### config.mk
export PLATFORM = sky130hd
export DESIGN_NAME = pipeline_job_driver_flat
export DESIGN_NICKNAME = d
export VERILOG_FILES = /design/src/rtl/pipeline_job_driver_if.sv /design/src/rtl/pipeline_job_driver.sv /design/src/flat_wrapper.sv
export SDC_FILE = /design/constraint.sdc
export NUM_CORES = 1
export LEC_CHECK = 0
export CAP_MARGIN = 5
export CORE_AREA = 2 2 244 246
export CTS_CLUSTER_SIZE = 24
export DETAILED_ROUTE_END_ITERATION = 8
export DIE_AREA = 0 0 246 248
export PLACE_DENSITY = 0.62
export SLEW_MARGIN = 30
export SYNTH_ARGS = -nofsm -noshare
export SYNTH_HDL_FRONTEND = slang
export SYNTH_SLANG_ARGS = --single-unit
### constraint.sdc
create_clock -name clock -period 7.5 [get_ports clock]
set_clock_uncertainty 0.05 [all_clocks]
set_input_delay 1.875 -clock clock [delete_from_list [all_inputs] [get_ports clock]]
set_output_delay 1.875 -clock clock [all_outputs]
set_load 0.1 [all_outputs]
### src/rtl/pipeline_job_driver_if.sv
// Handshake and status bundle between a job host/kernel pair and pipeline_job_driver.
// The driver connects through the slave modport, the host/kernel side through master.
interface pipeline_job_driver_if;
    logic         job_valid;
    logic         job_ready;
    logic [127:0] job_top;
    logic [31:0]  job_count;

    logic         bot_valid;
    logic         bot_ready;
    logic [127:0] bot_data;

    logic         k_ivalid;
    logic         k_start_new_top;
    logic [63:0]  k_bot_lower;
    logic [63:0]  k_bot_upper;
    logic         k_oready;

    logic         k_ovalid;
    logic [63:0]  k_result;
    logic         k_iready;

    logic [63:0]  sum_total;
    logic [31:0]  pcoeff_total;
    logic [31:0]  results_rcvd;
    logic         busy;
    logic         done;
    logic         err_unexpected;

    modport slave (
        input  job_valid, job_top, job_count, bot_valid, bot_data, k_oready, k_ovalid, k_result,
        output job_ready, bot_ready, k_ivalid, k_start_new_top, k_bot_lower, k_bot_upper,
               k_iready, sum_total, pcoeff_total, results_rcvd, busy, done, err_unexpected
    );

    modport master (
        output job_valid, job_top, job_count, bot_valid, bot_data, k_oready, k_ovalid, k_result,
        input  job_ready, bot_ready, k_ivalid, k_start_new_top, k_bot_lower, k_bot_upper,
               k_iready, sum_total, pcoeff_total, results_rcvd, busy, done, err_unexpected
    );
endinterface

### src/rtl/pipeline_job_driver.sv
// Feeds one job (top word, then job_count bots) to the kernel under a credit limit
// and accumulates the kernel results for that job.
module pipeline_job_driver #(
    parameter int unsigned MAX_OUTSTANDING = 32
) (
    input logic                  clock,
    input logic                  rst,
    pipeline_job_driver_if.slave bus
);
    localparam int unsigned OW = $clog2(MAX_OUTSTANDING + 1);

    typedef enum logic [2:0] {IDLE, SEND_TOP, SEND_BOTS, DRAIN, DONE} state_e;

    state_e         state_q, state_d;
    logic [127:0]   top_q, top_d;
    logic [31:0]    count_q, count_d;
    logic [31:0]    sent_q, sent_d;
    logic [31:0]    rcvd_q, rcvd_d;
    logic [31:0]    pc_q, pc_d;
    logic [63:0]    sum_q, sum_d;
    logic [OW-1:0]  out_q, out_d;
    logic           err_q, err_d;

    logic           job_ready_c, busy_c, done_c, kiv_c, start_c, bot_ready_c;
    logic [127:0]   kdata_c;
    logic           credit, bot_xfer, res_acc, in_job;

    assign credit  = out_q < OW'(MAX_OUTSTANDING);
    assign res_acc = bus.k_ovalid && !rst;
    // Only results arriving while bots can be in flight belong to the job.
    assign in_job  = (state_q == SEND_BOTS) || (state_q == DRAIN);

    always_comb begin
        // NOTE: every signal written here gets a default first, so no path can infer a latch.
        state_d     = state_q;
        top_d       = top_q;
        count_d     = count_q;
        sent_d      = sent_q;
        rcvd_d      = rcvd_q;
        pc_d        = pc_q;
        sum_d       = sum_q;
        out_d       = out_q;
        err_d       = err_q;
        job_ready_c = 1'b0;
        busy_c      = 1'b0;
        done_c      = 1'b0;
        kiv_c       = 1'b0;
        start_c     = 1'b0;
        bot_ready_c = 1'b0;
        kdata_c     = '0;
        bot_xfer    = 1'b0;

        if (res_acc) begin
            if (in_job) begin
                rcvd_d = rcvd_q + 32'd1;
                sum_d  = sum_q + {26'd0, bus.k_result[37:0]};
                pc_d   = pc_q + {29'd0, bus.k_result[40:38]};
            end else begin
                err_d = 1'b1;
            end
        end

        case (state_q)
            IDLE: begin
                job_ready_c = 1'b1;
                if (bus.job_valid) begin
                    top_d   = bus.job_top;
                    count_d = bus.job_count;
                    sent_d  = '0;
                    rcvd_d  = '0;
                    sum_d   = '0;
                    pc_d    = '0;
                    out_d   = '0;
                    state_d = SEND_TOP;
                end
            end
            SEND_TOP: begin
                busy_c  = 1'b1;
                kiv_c   = 1'b1;
                start_c = 1'b1;
                kdata_c = top_q;
                if (bus.k_oready) begin
                    state_d = (count_q == 32'd0) ? DRAIN : SEND_BOTS;
                end
            end
            SEND_BOTS: begin
                busy_c      = 1'b1;
                kiv_c       = bus.bot_valid && credit;
                bot_ready_c = bus.k_oready && credit;
                kdata_c     = bus.bot_data;
                bot_xfer    = kiv_c && bus.k_oready;
                if (bot_xfer) begin
                    sent_d = sent_q + 32'd1;
                    if (sent_d == count_q) begin
                        state_d = DRAIN;
                    end
                end
            end
            DRAIN: begin
                busy_c = 1'b1;
                if (rcvd_d == count_q) begin
                    state_d = DONE;
                end
            end
            DONE: begin
                done_c  = 1'b1;
                state_d = IDLE;
            end
            default: state_d = IDLE;
        endcase

        if (bot_xfer && !(res_acc && in_job)) begin
            out_d = out_q + OW'(1);
        end else if (!bot_xfer && res_acc && in_job) begin
            out_d = out_q - OW'(1);
        end
    end

    always_ff @(posedge clock) begin
        // NOTE: state registers use non-blocking assignments so every flop samples pre-edge values.
        if (rst) begin
            state_q <= IDLE;
            top_q   <= '0;
            count_q <= '0;
            sent_q  <= '0;
            rcvd_q  <= '0;
            pc_q    <= '0;
            sum_q   <= '0;
            out_q   <= '0;
            err_q   <= 1'b0;
        end else begin
            state_q <= state_d;
            top_q   <= top_d;
            count_q <= count_d;
            sent_q  <= sent_d;
            rcvd_q  <= rcvd_d;
            pc_q    <= pc_d;
            sum_q   <= sum_d;
            out_q   <= out_d;
            err_q   <= err_d;
        end
    end

    // Handshake outputs are forced low for as long as rst is held.
    assign bus.job_ready       = job_ready_c && !rst;
    assign bus.busy            = busy_c && !rst;
    assign bus.done            = done_c && !rst;
    assign bus.k_ivalid        = kiv_c && !rst;
    assign bus.k_start_new_top = start_c && !rst;
    assign bus.bot_ready       = bot_ready_c && !rst;
    assign bus.k_iready        = !rst;
    assign bus.k_bot_lower     = rst ? 64'd0 : kdata_c[63:0];
    assign bus.k_bot_upper     = rst ? 64'd0 : kdata_c[127:64];
    assign bus.sum_total       = sum_q;
    assign bus.pcoeff_total    = pc_q;
    assign bus.results_rcvd    = rcvd_q;
    assign bus.err_unexpected  = err_q;
endmodule

### src/flat_wrapper.sv
// flat-port wrapper written by rule: the top's interface ports become plain ports
module pipeline_job_driver_flat 
#(
    parameter int unsigned MAX_OUTSTANDING = 32
)
  (clock, rst, bus_job_valid, bus_job_top, bus_job_count, bus_bot_valid, bus_bot_data, bus_k_oready, bus_k_ovalid, bus_k_result, bus_job_ready, bus_bot_ready, bus_k_ivalid, bus_k_start_new_top, bus_k_bot_lower, bus_k_bot_upper, bus_k_iready, bus_sum_total, bus_pcoeff_total, bus_results_rcvd, bus_busy, bus_done, bus_err_unexpected);
  pipeline_job_driver_if bus_i ();
  input logic clock;
  input logic rst;
  input wire logic [$bits(bus_i.job_valid)-1:0] bus_job_valid;
  input wire logic [$bits(bus_i.job_top)-1:0] bus_job_top;
  input wire logic [$bits(bus_i.job_count)-1:0] bus_job_count;
  input wire logic [$bits(bus_i.bot_valid)-1:0] bus_bot_valid;
  input wire logic [$bits(bus_i.bot_data)-1:0] bus_bot_data;
  input wire logic [$bits(bus_i.k_oready)-1:0] bus_k_oready;
  input wire logic [$bits(bus_i.k_ovalid)-1:0] bus_k_ovalid;
  input wire logic [$bits(bus_i.k_result)-1:0] bus_k_result;
  output wire logic [$bits(bus_i.job_ready)-1:0] bus_job_ready;
  output wire logic [$bits(bus_i.bot_ready)-1:0] bus_bot_ready;
  output wire logic [$bits(bus_i.k_ivalid)-1:0] bus_k_ivalid;
  output wire logic [$bits(bus_i.k_start_new_top)-1:0] bus_k_start_new_top;
  output wire logic [$bits(bus_i.k_bot_lower)-1:0] bus_k_bot_lower;
  output wire logic [$bits(bus_i.k_bot_upper)-1:0] bus_k_bot_upper;
  output wire logic [$bits(bus_i.k_iready)-1:0] bus_k_iready;
  output wire logic [$bits(bus_i.sum_total)-1:0] bus_sum_total;
  output wire logic [$bits(bus_i.pcoeff_total)-1:0] bus_pcoeff_total;
  output wire logic [$bits(bus_i.results_rcvd)-1:0] bus_results_rcvd;
  output wire logic [$bits(bus_i.busy)-1:0] bus_busy;
  output wire logic [$bits(bus_i.done)-1:0] bus_done;
  output wire logic [$bits(bus_i.err_unexpected)-1:0] bus_err_unexpected;
  assign bus_i.job_valid = bus_job_valid;
  assign bus_i.job_top = bus_job_top;
  assign bus_i.job_count = bus_job_count;
  assign bus_i.bot_valid = bus_bot_valid;
  assign bus_i.bot_data = bus_bot_data;
  assign bus_i.k_oready = bus_k_oready;
  assign bus_i.k_ovalid = bus_k_ovalid;
  assign bus_i.k_result = bus_k_result;
  assign bus_job_ready = bus_i.job_ready;
  assign bus_bot_ready = bus_i.bot_ready;
  assign bus_k_ivalid = bus_i.k_ivalid;
  assign bus_k_start_new_top = bus_i.k_start_new_top;
  assign bus_k_bot_lower = bus_i.k_bot_lower;
  assign bus_k_bot_upper = bus_i.k_bot_upper;
  assign bus_k_iready = bus_i.k_iready;
  assign bus_sum_total = bus_i.sum_total;
  assign bus_pcoeff_total = bus_i.pcoeff_total;
  assign bus_results_rcvd = bus_i.results_rcvd;
  assign bus_busy = bus_i.busy;
  assign bus_done = bus_i.done;
  assign bus_err_unexpected = bus_i.err_unexpected;
  pipeline_job_driver #(.MAX_OUTSTANDING(MAX_OUTSTANDING)) u_core (.clock(clock), .rst(rst), .bus(bus_i));
endmodule
# After elaboration in Yosys (flattened, before gate mapping)
# Index checks and enable logic that the tools add are counted.
# totals
ff_bits,330
in_bits,358
output_inout_bits,264
word_cells,93
# classes
add_sub_neg,6
magnitude_cmp,1
eq_ne,11
muxes,36
bitwise_logic,1
reduce_logical,29
# ops
operator,n
$mux W64,6
$mux W32,10
$pmux W128 S2,1
$add A32 B1 Y32 const B,2
$add A64 B38 Y64,1
$eq A32 B32 Y1,2
$pmux W32 S2,1
$add A32 B3 Y32,1
$logic_not A32 Y1,1
$mux W6,4
$mux W3,5
$logic_and A1 B1 Y1,14
$pmux W3 S4,1
$ne A2 B2 Y1 const B,5
$mux W1,7
$add A6 B1 Y6 const B,1
$eq A3 B2 Y1 const B,2
$lt A6 B6 Y1 const B,1
$reduce_and A2 Y1,3
$reduce_bool A3 Y1,2
$sub A6 B1 Y6 const B,1
$reduce_and A5 Y1,1
$eq A3 B1 Y1 const B,1
$eq A3 B3 Y1 const B,1
other kinds (8),10

# Longest topological paths before layout
# depth
ltp_word,9
mapped_depth,14
depth_no_buf,12

# Least setup slack after synthesis
# OpenSTA, ideal clock, no wires.
# synth_path
path_kind,input to output
start,in rst
end,out bus_done
arrival_time_ns,5.290
required_time_ns,5.575
slack_ns,0.285
cell_stages,3
n_path_buf,2
path_cell_list,buf_6 clkbuf_1 nor4b_1
# synth_via
elab_chain_cells,2
# synth_lines
element,line_no,source
start: declaration,flat_wrapper.sv:9,input logic rst;
$logic_not A1 Y1,pipeline_job_driver.sv:147,assign bus.done = done_c && !rst;
$logic_and A1 B1 Y1,pipeline_job_driver.sv:147,
end: declaration,flat_wrapper.sv:29,output wire logic [$bits(bus_i.done)-1:0] bus_done;
# No other way between the ends.

# Worst setup path in the final report
# layout_path
start,in rst
end,out bus_k_bot_upper[6]
# layout_via
elab_chain_cells,1
# layout_lines
element,line_no,source
$mux W64,pipeline_job_driver.sv:153,assign bus.k_bot_upper = rst ? 64'd0 : kdata_c[127:64];
end: declaration,flat_wrapper.sv:23,output wire logic [$bits(bus_i.k_bot_upper)-1:0] bus_k_bot_upper;
# No other way between the ends.

==> metrics.md <==
| Metric | Value |
|---|---|
| Outcome | `finished, final reports clean` |
| FMAX | `0.157 GHz` |
| Clock group share of total power | `43.4%` |
| Number of buffers added on ports | `598` |
| Flop pwr share | `37.8%` |
| Commonest non-fill, non-tap cells in the layout | `nand2_1 (467), clkdlybuf4s50_1 (448), dfxtp_1 (330), a21oi_1 (274), nor2_1 (162)` |
| GRT overflow | `0` |
| H-tree depth | `2` |
| Gate Count Post-Synth | `2389` |
| I/O pin cnt | `622` |
| Min-Delay Path Class | `reg -> reg` |
| Iter 0 DRT Violations | `1294` |
| Worst EP arrival | `4430 ps` |
| Critical Path Max Stage Delay | `560 ps` |
| Int Power | `0.00354 W` |
| Final hold vios | `0` |
| Worst skew pair latency | `570 ps` |
| DP HPWL | `54900 um` |
| Largest net degree at the start of global routing | `131` |
| Most common cell on crit path | `buf_4` |
| Clock sink count | `330` |
| Synth warnings | `0` |
| Synth unique cells | `75` |
| Routability cong. | `0.962` |
| Max clock buf depth | `3` |
| Leakage power | `9.94 nW` |
| Initial Util | `31.3%` |
| Die area | `61000 um^2` |
| Core box area | `58500 um^2` |
| Syn_area_per_cell | `7.67 um^2` |
| Kind of critical path | `in -> out` |
| Global-route wire length before repair | `108000 um` |
| Slew @ Worst Pin | `1050 ps` |
| Row cnt | `89` |
| 1st-pass router iterations | `5` |
| Slew Limit Fails | `0` |
| CTS tree | `done` |
| Post-CTS setup buffers | `0` |
| Worst rel slew slack | `30.1%` |
| Switching portion of total power | `29.7%` |
| Via/cell ratio | `5.27` |
| Fin crit share | `84.7%` |
| FFs w/ async S/R, synth | `0%` |
| Initial antenna violation count | `5` |
| Synth Area in Adders | `3.29%` |
| Max-Cap Viols | `0` |
| Synth Area in Simple Gates | `25.2%` |
| Primary FF master, synth | `dfxtp_1` |
| Placed Area | `24700 um^2` |
| Flops & latches, synth | `330` |
| # resized after CTS | `0` |
| CP endpoint kind | `output pin` |
| Post-DR wirelength/cell | `19.9 um` |
| Cts hold-fix bufs | `0` |
| Vias in the first global route | `18335` |
| Final setup vio count | `0` |
| Sequential share of the synthesized area | `36.1%` |
| Fin crit period | `6350 ps` |
| Post-Synth XOR/XNOR Area | `7.90%` |
| Crit start category | `primary input` |
| CP max stage cell | `buf_4` |
| Critical path, cell by cell | `buf_6 -> inv_1 -> nand2_1 -> nor3_2 -> buf_4 -> buf_4 -> a22o_1 -> buf_4` |
| RSZ-0062 raised after global routing | `false` |
| Layout cells sized above 1 | `9.31%` |
| Commonest non-fill, non-tap cell in the layout | `nand2_1` |
| Register area | `6610 um^2` |
| Chip height | `248 um` |
| Maximum VDD drop | `0.155 mV` |
| Mapped Area | `18300 um^2` |
| Die extent in x | `246 um` |
| Sum of buffers and inverters on the critical path | `5` |
| Clock-pin slew on the worst setup and hold paths | `60 ps` |
| Number of synthesized flops with an enable pin | `0` |
| Required @ worst endpoint | `5580 ps` |
| Largest family of logic cells by synthesized area | `simple AND/OR/NAND/NOR gates` |
| Design area | `26200 um^2` |
| Net Sw Power | `0.00149 W` |
| Delay-heaviest family, CP | `buffers and inverters` |
| Cell Pwr Density | `192 nW/um^2` |
| Total power | `0.00503 W` |
| Crit Path Max Fanout | `60` |
| Antenna viol nets, final | `0` |
| Area growth from synthesis to layout | `42.8%` |
| TritonCTS Buffers | `41` |
| GRT Util Overall | `22.6%` |
| Setup TNS | `0 ps` |
| Routed wire length | `73300 um` |
| Syn nets | `2794` |
| Fillcell total | `5800` |
| Fin util | `44.7%` |
| Post-synthesis mux area share | `0.499%` |
| Final nets | `3277` |
| Area of the multi-input gates | `11000 um^2` |
| DRC viols | `0` |
| Via count | `19390` |
| Comb pwr share | `18.8%` |
| Root buf cell | `clkbuf_16` |
| Post-synthesis compound-gate area fraction | `22.6%` |
==> logic make-up after synthesis <==
| logic type | Yosys count |
|---|---|
| AOI/OAI and AO/OA | 642 |
| xor gates and xnor gates | 162 |
| adders and majority gates | 47 |
| buffers and inverters | 212 |
| DFF | 330 |
| muxes | 9 |
| and+or+nand+nor | 987 |
==> stage by stage <==
stage | cells | hold slack (ps) | setup WS [ps]
2_1_floorplan | 2389 | 386 | 285
3_3_place_gp | 3602 | 391 | 1070
3_5_place_dp | 3602 | 384 | 1080
4_1_cts | 3674 | 393 | 1070
5_1_grt | 3677 | 408 | 936
6_report | 3677 | 390 | 1150
==> layout make-up <==
class                   count  share of cell area, %
multi-input cells        1847                   42.0
flip-flops and latches    330                   25.3
repair buffers            615                   22.9
clock buffers              52                   4.39
well taps                 773                   3.70
clock inverters            20                   1.26
inverters                  37                  0.531
diodes                      3                 0.0287
==> power groups by stage <==
stage	clock [W]	combinational (W)	sequential (W)
global placement	0	0.000932	0.00193
floorplan	0	0.000564	0.00192
finish	0.00219	0.000945	0.00190
detailed placement	0	0.000941	0.00194
global route	0.00230	0.00101	0.00191
CTS	0.00224	0.000945	0.00190
==> metal layers <==
layer	part of all wire, %	GRT usage [%]
met1	41	28.1
met4	2.5	7.02
met2	48	37.4
met3	8.5	6.69
met5	0.033	0
==> final timing paths <==
check / from / endpoint / slack [ps] / depth (start not counted)
max: rst / bus_k_bot_upper[6] / 1150 / 8
min: u_core.bus.err_unexpected / u_core.bus.err_unexpected / 390 / 2
max reg2reg: u_core.state_q[1] / u_core.state_q[1] / 3240 / 9
min reg2reg: u_core.bus.err_unexpected / u_core.bus.err_unexpected / 390 / 2
==> synthesized netlist by cell type (13+ instances only) <==
library cell,instances,area (um^2)
nand2_1,469,1760
dfxtp_1,330,6610
a21oi_1,274,1370
nor2_1,164,616
clkbuf_1,152,571
a22o_1,128,1120
nand3_1,86,430
o21ai_0,83,415
xnor2_1,82,718
xor2_1,78,683
nand4_1,53,332
ha_1,45,563
a21o_1,40,300
inv_1,37,139
nor3_1,36,180
and3_1,35,219
or3_1,27,169
nor4_1,20,125
a211oi_1,16,120
buf_1,16,60.1
a31oi_1,14,87.6
nand3b_1,14,105
and2_1,13,81.3
and4_1,13,114
==> sequential cells by signal, indices dropped and copies added, names as in the netlist <==
name,count
u_core.count_q,32
u_core.sent_q,32
u_core.bus.pcoeff_total,32
u_core.bus.err_unexpected,1
u_core.out_q,6
u_core.top_q,128
u_core.bus.results_rcvd,32
u_core.bus.sum_total,64
u_core.state_q,3
==> tightest hold or removal path, cell delays in order, from the launching register on <==
cell	delay, ps
dfxtp_1	300
inv_1	40
a21oi_1	50
Note: power is estimated with default switching activity, not from simulation.
